--- src/rtl/axis_argmax_if.sv ---
// rtl/axis_argmax_if.sv - AXI-stream style handshake bundle used by axis_argmax
interface axis_argmax_if #(
  parameter int DW = 16
) ();
  logic [DW-1:0] tdata;
  logic          tvalid;
  logic          tready;
  logic          tlast;

  modport master (output tdata, output tvalid, output tlast, input tready);
  modport slave  (input tdata, input tvalid, input tlast, output tready);
endinterface

--- src/rtl/axis_argmax.sv ---
// rtl/axis_argmax.sv - streaming argmax over K signed logits, one result beat per vector
module axis_argmax #(
  parameter int W  = 16,
  parameter int K  = 10,
  parameter int IW = $clog2(K)
) (
  input  logic         aclk,
  input  logic         areset,
  axis_argmax_if.slave  axis_in,
  axis_argmax_if.master axis_out,
  output logic         error
);

  localparam logic [IW:0] CNT_K    = (IW + 1)'(K);
  localparam logic [IW:0] CNT_LAST = (IW + 1)'(K - 1);

  typedef enum logic {ACCUM, HOLD} state_t;

  state_t                state_q, state_d;
  logic [IW:0]           cnt_q, cnt_d;
  logic signed [W-1:0]   max_q, max_d;
  logic [IW-1:0]         idx_q, idx_d;
  logic [W+IW-1:0]       out_data_q, out_data_d;
  logic                  error_q, error_d;

  logic                  in_fire;
  logic                  out_fire;
  logic signed [W-1:0]   beat_max;
  logic [IW-1:0]         beat_idx;

  // Input is only stalled while a result is held and downstream is not taking it
  assign axis_in.tready  = !((state_q == HOLD) && !axis_out.tready);
  assign in_fire         = axis_in.tvalid && axis_in.tready;
  assign out_fire        = (state_q == HOLD) && axis_out.tready;

  assign axis_out.tvalid = (state_q == HOLD);
  assign axis_out.tlast  = (state_q == HOLD);
  assign axis_out.tdata  = out_data_q;
  assign error           = error_q;

  // Next-state: a tlast handshake always (re)fills the result register, even while draining
  always_comb begin
    state_d = state_q;
    if (in_fire && axis_in.tlast) begin
      state_d = HOLD;
    end else if (out_fire) begin
      state_d = ACCUM;
    end
  end

  // State register
  always_ff @(posedge aclk or posedge areset) begin
    if (areset) begin
      state_q <= ACCUM;
    end else begin
      state_q <= state_d;
    end
  end

  // Running compare: first beat seeds, later beats replace only when strictly greater,
  // beats past K are ignored by the compare and flag a framing error
  always_comb begin
    beat_max   = max_q;
    beat_idx   = idx_q;
    cnt_d      = cnt_q;
    max_d      = max_q;
    idx_d      = idx_q;
    out_data_d = out_data_q;
    error_d    = error_q;

    if (cnt_q == '0) begin
      beat_max = axis_in.tdata;
      beat_idx = '0;
    end else if ((cnt_q < CNT_K) && ($signed(axis_in.tdata) > max_q)) begin
      beat_max = axis_in.tdata;
      beat_idx = cnt_q[IW-1:0];
    end

    if (in_fire) begin
      max_d = beat_max;
      idx_d = beat_idx;
      if (cnt_q >= CNT_K) begin
        error_d = 1'b1;
      end
      if (axis_in.tlast) begin
        cnt_d      = '0;
        out_data_d = {beat_max, beat_idx};
        if (cnt_q < CNT_LAST) begin
          error_d = 1'b1;
        end
      end else if (cnt_q < CNT_K) begin
        cnt_d = cnt_q + (IW + 1)'(1);
      end
    end
  end

  // Datapath registers; error stays set until reset
  always_ff @(posedge aclk or posedge areset) begin
    if (areset) begin
      cnt_q      <= '0;
      max_q      <= '0;
      idx_q      <= '0;
      out_data_q <= '0;
      error_q    <= 1'b0;
    end else begin
      cnt_q      <= cnt_d;
      max_q      <= max_d;
      idx_q      <= idx_d;
      out_data_q <= out_data_d;
      error_q    <= error_d;
    end
  end

endmodule

--- src/flat_wrapper.sv ---
// flat-port wrapper written by rule: the top's interface ports become plain ports
module axis_argmax_flat 
#(
  parameter int W  = 16,
  parameter int K  = 10,
  parameter int IW = $clog2(K)
)
  (aclk, areset, error, axis_in_tdata, axis_in_tvalid, axis_in_tlast, axis_in_tready, axis_out_tdata, axis_out_tvalid, axis_out_tlast, axis_out_tready);
  axis_argmax_if #(.DW(W)) axis_in_i ();
  axis_argmax_if #(.DW(W + IW)) axis_out_i ();
  input  logic aclk;
  input  logic areset;
  output logic error;
  input wire logic [$bits(axis_in_i.tdata)-1:0] axis_in_tdata;
  input wire logic [$bits(axis_in_i.tvalid)-1:0] axis_in_tvalid;
  input wire logic [$bits(axis_in_i.tlast)-1:0] axis_in_tlast;
  output wire logic [$bits(axis_in_i.tready)-1:0] axis_in_tready;
  output wire logic [$bits(axis_out_i.tdata)-1:0] axis_out_tdata;
  output wire logic [$bits(axis_out_i.tvalid)-1:0] axis_out_tvalid;
  output wire logic [$bits(axis_out_i.tlast)-1:0] axis_out_tlast;
  input wire logic [$bits(axis_out_i.tready)-1:0] axis_out_tready;
  assign axis_in_i.tdata = axis_in_tdata;
  assign axis_in_i.tvalid = axis_in_tvalid;
  assign axis_in_i.tlast = axis_in_tlast;
  assign axis_in_tready = axis_in_i.tready;
  assign axis_out_tdata = axis_out_i.tdata;
  assign axis_out_tvalid = axis_out_i.tvalid;
  assign axis_out_tlast = axis_out_i.tlast;
  assign axis_out_i.tready = axis_out_tready;
  axis_argmax #(.W(W), .K(K), .IW(IW)) u_core (.aclk(aclk), .areset(areset), .axis_in(axis_in_i), .axis_out(axis_out_i), .error(error));
endmodule
--- config.mk ---
export PLATFORM = sky130hd
export DESIGN_NAME = axis_argmax_flat
export DESIGN_NICKNAME = d
export VERILOG_FILES = /design/src/rtl/axis_argmax_if.sv /design/src/rtl/axis_argmax.sv /design/src/flat_wrapper.sv
export SDC_FILE = /design/constraint.sdc
export NUM_CORES = 1
export LEC_CHECK = 0
export BUFFER_PORTS_ARGS = -buffer_cell sky130_fd_sc_hd__clkbuf_2
export CAP_MARGIN = 20
export CORE_MARGIN = 2
export CORE_UTILIZATION = 50
export DETAILED_ROUTE_END_ITERATION = 10
export PLACE_DENSITY = 0.72
export SYNTH_ARGS = -nofsm -noshare
export SYNTH_HDL_FRONTEND = slang
export SYNTH_SLANG_ARGS = --single-unit
--- constraint.sdc ---
create_clock -name aclk -period 3.4 [get_ports aclk]
set_clock_uncertainty 0.1 [all_clocks]
set_input_delay 0.34 -clock aclk [delete_from_list [all_inputs] [get_ports aclk]]
set_output_delay 0.34 -clock aclk [all_outputs]
set_load 0.005 [all_outputs]
# Word-level counts from Yosys, hierarchy flattened

Cells that the tools add are included.

Register bits: 47
Input port bits: 21
Output and inout port bits: 24
Logic and storage cells: 34

Add/sub/neg operators: 1
Order comparisons: 4
Muxes and demuxes: 11
Reduce and logical (&&, ||, !) cells: 12

Operators by type and width:

| cell                                                                                | count |
|---|---|
| 16-bit two-way mux                                                                  | 2 |
| 16-bit greater-than comparator                                                      | 1 |
| 5-bit by 4-bit < comparator with 1-bit output, second input constant                | 2 |
| 5-bit two-way mux                                                                   | 2 |
| 4-bit two-way mux                                                                   | 2 |
| 5-bit by 1-bit adder with 5-bit output, second input constant                       | 1 |
| 5-bit by 4-bit greater-or-equal comparator with 1-bit output, second input constant | 1 |
| 1-bit logical AND                                                                   | 5 |
| 5-bit logical NOT                                                                   | 1 |
| 1-bit two-way mux                                                                   | 5 |
| 2-bit AND reduction                                                                 | 2 |
| 2-bit nonzero test                                                                  | 2 |
| 1-bit logical NOT                                                                   | 2 |

# Depth between registers and ports, before layout

Word-level depth: 6
Mapped depth: 11

# Worst setup path after synthesis

OpenSTA, ideal clock, no wires.

Path kind: register to register
From: register u_core.max_q[5]
To: register u_core.max_q[15]
Library setup time: 0.125 ns
Data arrival time: 2.483 ns
Required time: 3.175 ns
Path slack: 0.692 ns
Cell stages (with the launch flop): 12
Path buffers: 2
Cells stage by stage: dfrtp_1 > inv_1 > ha_1 > nand2_1 > or3_1 > a221o_1 > a21o_1 > and2_1 > buf_6 > o21ai_4 > buf_6 > mux2_4

Longest elaborated chain between the ends: 4

RTL lines:

| item                           | line               | source |
|---|---|---|
| start, declared                | axis_argmax.sv:21  | `logic signed [W-1:0] max_q, max_d;` |
| start signal, assigned         | axis_argmax.sv:107 | `max_q <= max_d;` |
| 16-bit greater-than comparator | axis_argmax.sv:74  | `end else if ((cnt_q < CNT_K) && ($signed(axis_in.tdata) > max_q)) begin` |
| 1-bit logical AND              | axis_argmax.sv:74  |  |
| 16-bit two-way mux             | axis_argmax.sv:74  |  |
| 16-bit two-way mux             | axis_argmax.sv:71  | `if (cnt_q == '0) begin` |

No other way between the ends.
A chain may end at the register's enable or synchronous reset.

# Final worst setup path

From: register u_core.max_q[15]
To: register u_core.max_q[8]

The elaborated chain is that of the path after synthesis.

==> reports/qor.yml <==
ant_nets: 0
ys_seq_elements: 47
drc: 0
min_path_type: "primary input to async pin"
critical_path_buf_inv_count: 2
cts_buffer_depth: 2
cp_data_required_time_ns: 3.48
synth_edf_count: 0
cts.repair.resized: 0
synth_area_um2: 2590
rows: 26
synthDistinctLibCells: 39
core_um2: 5040
fin_hold_ws_ns: -0.0260
yosysTopAreaCell: "dfrtp_1"
cp_cell_sequence: "inv_1 -> ha_1 -> and4_1 -> nand3_2 -> o311a_1 -> a21o_1 -> and2_1 -> o21ai_4 -> buf_4 -> mux2_4"
syn_avg_cell_area_um2: 10.7
cts_made_buffers: 5
min_period_over_period_pct: 90.2
fillers: 434
maxCapViolations: 0
wl_per_cell_um: 13.8
first_pass_iters: 4
critical_path.startpoint_type: "register"
synth_top_flop_cell: "dfrtp_1"
place.gp.congestion: 0.804
synthTopCellsByArea: "dfrtp_1, ha_1, mux2_4, mux2i_1, a21oi_1"
h-tree-depth: 2
crit_path_start: "u_core.max_q[15]$_DFFE_PP0P_"
final_common_cell: "dfrtp_1"
leakage_nw: 1.47
final_cell_mix: "dfrtp_1, clkbuf_2, a21oi_1"
grt_usage_pct: 18.7
cts_tree: "built"
status: "finished, violations left"
vias: 1906
synth_nets: 281
critPathArrivalTime_ns: 3.15
hpwl_mm: 3.60
final_max_slew_viol_count: 0
async_reset_ff_share_pct: 100
multi_input_area_um2: 1250
drive_gt1_share_pct: 27.3
cp_top_family: "compound AO/OA/AOI/OAI gates"
cts.sinks: 47
critPathMaxFanout: 11
vdd_drop_max_mv: 0.323
relSlewSlack_pct: 62.8
crit_type: "register to register"
grt_pass1_vias: 1858
routed_via_density: 5.31
grt_max_degree: 48
ys_seq_area_share_pct: 45.4
die_w_um: 76.0
drtIter0Drc: 32
grt_overflow: 0
r2r-start: "u_core.max_q[15]$_DFFE_PP0P_"
p_per_area_nw_per_um2: 644
period_needed_ns: 3.07
dpl_worst_slack_ns: 0.308
crit_path_top_delay_cell: "o21ai_4"
max_freq_mhz: 326
io_buffer_count: 44
failed_checks: "hold timing"
fin_nets: 328
setup_violations: 0
die_h_um: 76.0
end_kind: "register"
seq_area_um2: 1180
die-area_um2: 5770
synth_top_cell_area_share_pct: 45.4
reg2reg_depth: 10
r2r-end: "u_core.max_q[8]$_DFFE_PP0P_"
antenna_cells: 0
initial_core_util_pct: 51.4
cts_hold_buf: 0
worstSetupEndpoint: "u_core.max_q[8]$_DFFE_PP0P_"
cts-root-buf: "clkbuf_8"
rsz0062_at_grt: "false"
grt_antenna_before_repair: 0
tightest_slew_ns: 0.557
area_growth_pct: 15.2
post_cts_buffers: 0
r2r_slack_ns: 0.33
final_hold_viol_count: 24
setup_tns_ns: 0
grt_pass1_wl_mm: 8.77
insertion_delay_ns: 0.29
netlist_instances: 241
clkTransAtPathRegs_ns: 0.08
slowest_delay_ns: 0.40
cp.depth: 10
drt_wl_total_mm: 4.96
pin_count: 45
yosysWarnings: 0
final.setup.worst_slack_ns: 0.332
power breakdown:
group          total [W]  switching, W  leakage (nW)  internal [W]
sequential      0.000826      0.000113         0.557      0.000713
clock           0.000325      0.000181        0.0422      0.000145
combinational   0.000771      0.000362         0.875      0.000409
total            0.00192      0.000656          1.47       0.00127
sequential cells by signal, summed over array words and instances, names as in the netlist:
signal / flops
u_core.idx_q: 4
u_core.axis_out.tdata: 20
u_core.axis_out.tlast: 1
u_core.max_q: 16
u_core.cnt_q: 5
u_core.error: 1
layer usage:
metal	up-vias	part of all wire [%]	wire length [um]	track usage, %
met5	-	0	0	0
met4	0	1.5	76	6.36
met3	10	3.9	191	4.38
met2	41	48	2390	31.0
met1	925	46	2300	24.2
li1	930	-	-	-
cells by family after synthesis:
| logic type | Yosys count | synth area share, % |
|---|---|---|
| flops | 47 | 45.4 |
| fa+ha+maj | 19 | 9.18 |
| mux | 32 | 15.3 |
| compound gates | 54 | 13.1 |
| simple gates | 58 | 10.8 |
| buf+inv | 31 | 6.28 |
through the flow:
| stage | std cells | hold WS [ns] | cell area (um2) | power [W] | util, % |
|---|---|---|---|---|---|
| 3_5_place_dp | 350 | 0.346 | 2880 | 0.00161 | 57.0 |
| 5_1_grt | 359 | 0.0194 | 2980 | 0.00208 | 59.2 |
| 6_report | 359 | -0.0260 | 2980 | 0.00192 | 59.2 |
| 3_3_place_gp | 350 | 0.345 | 2880 | 0.00159 | 57.0 |
| 2_1_floorplan | 241 | 0.351 | 2590 | 0.00140 | - |
| 4_1_cts | 358 | 0.192 | 2960 | 0.00194 | 58.6 |
worst reg2reg max path, stage by stage (launching register included):
cell and delay [ns]:
dfrtp_1 0.39, inv_1 0.05, ha_1 0.33, and4_1 0.25
nand3_2 0.11, o311a_1 0.38, a21o_1 0.22, and2_1 0.20
o21ai_4 0.40, buf_4 0.23, mux2_4 0.30
cell type report:
cell class,count,area share [%]
inverters,19,2.39
well taps,70,2.94
multi-input cells,163,42.1
clock buffers,7,2.56
flip-flops and latches,47,39.4
repair buffers,52,10.5
clock inverters,1,0.168
worst min path at each step:
stage / cells past startpoint / start / to / slack, ns
floorplan: 1 / u_core.error$_DFFE_PP0P_ / u_core.error$_DFFE_PP0P_ / 0.35
CTS: 2 / areset / u_core.axis_out.tdata[3]$_DFFE_PP0P_ / 0.19
global route: 2 / areset / u_core.axis_out.tdata[18]$_DFFE_PP0P_ / 0.02
finish: 2 / areset / u_core.axis_out.tdata[6]$_DFFE_PP0P_ / -0.03
global placement: 1 / u_core.error$_DFFE_PP0P_ / u_core.error$_DFFE_PP0P_ / 0.34
detailed placement: 1 / u_core.error$_DFFE_PP0P_ / u_core.error$_DFFE_PP0P_ / 0.35
cells in the mapped netlist (2+ instances only):
cell / instances
a21o_1: 4
a21oi_1: 25
a31oi_1: 2
a32o_1: 3
and2_1: 2
buf_4: 2
buf_6: 3
clkbuf_1: 6
dfrtp_1: 47
ha_1: 19
inv_1: 19
mux2_4: 15
mux2i_1: 17
nand2_1: 15
nand3_1: 4
nand3b_1: 2
nand4_1: 2
nor2_1: 21
nor2b_1: 3
o21a_1: 2
o21ai_0: 10
No activity file was read; power rests on OpenSTA's default activity.
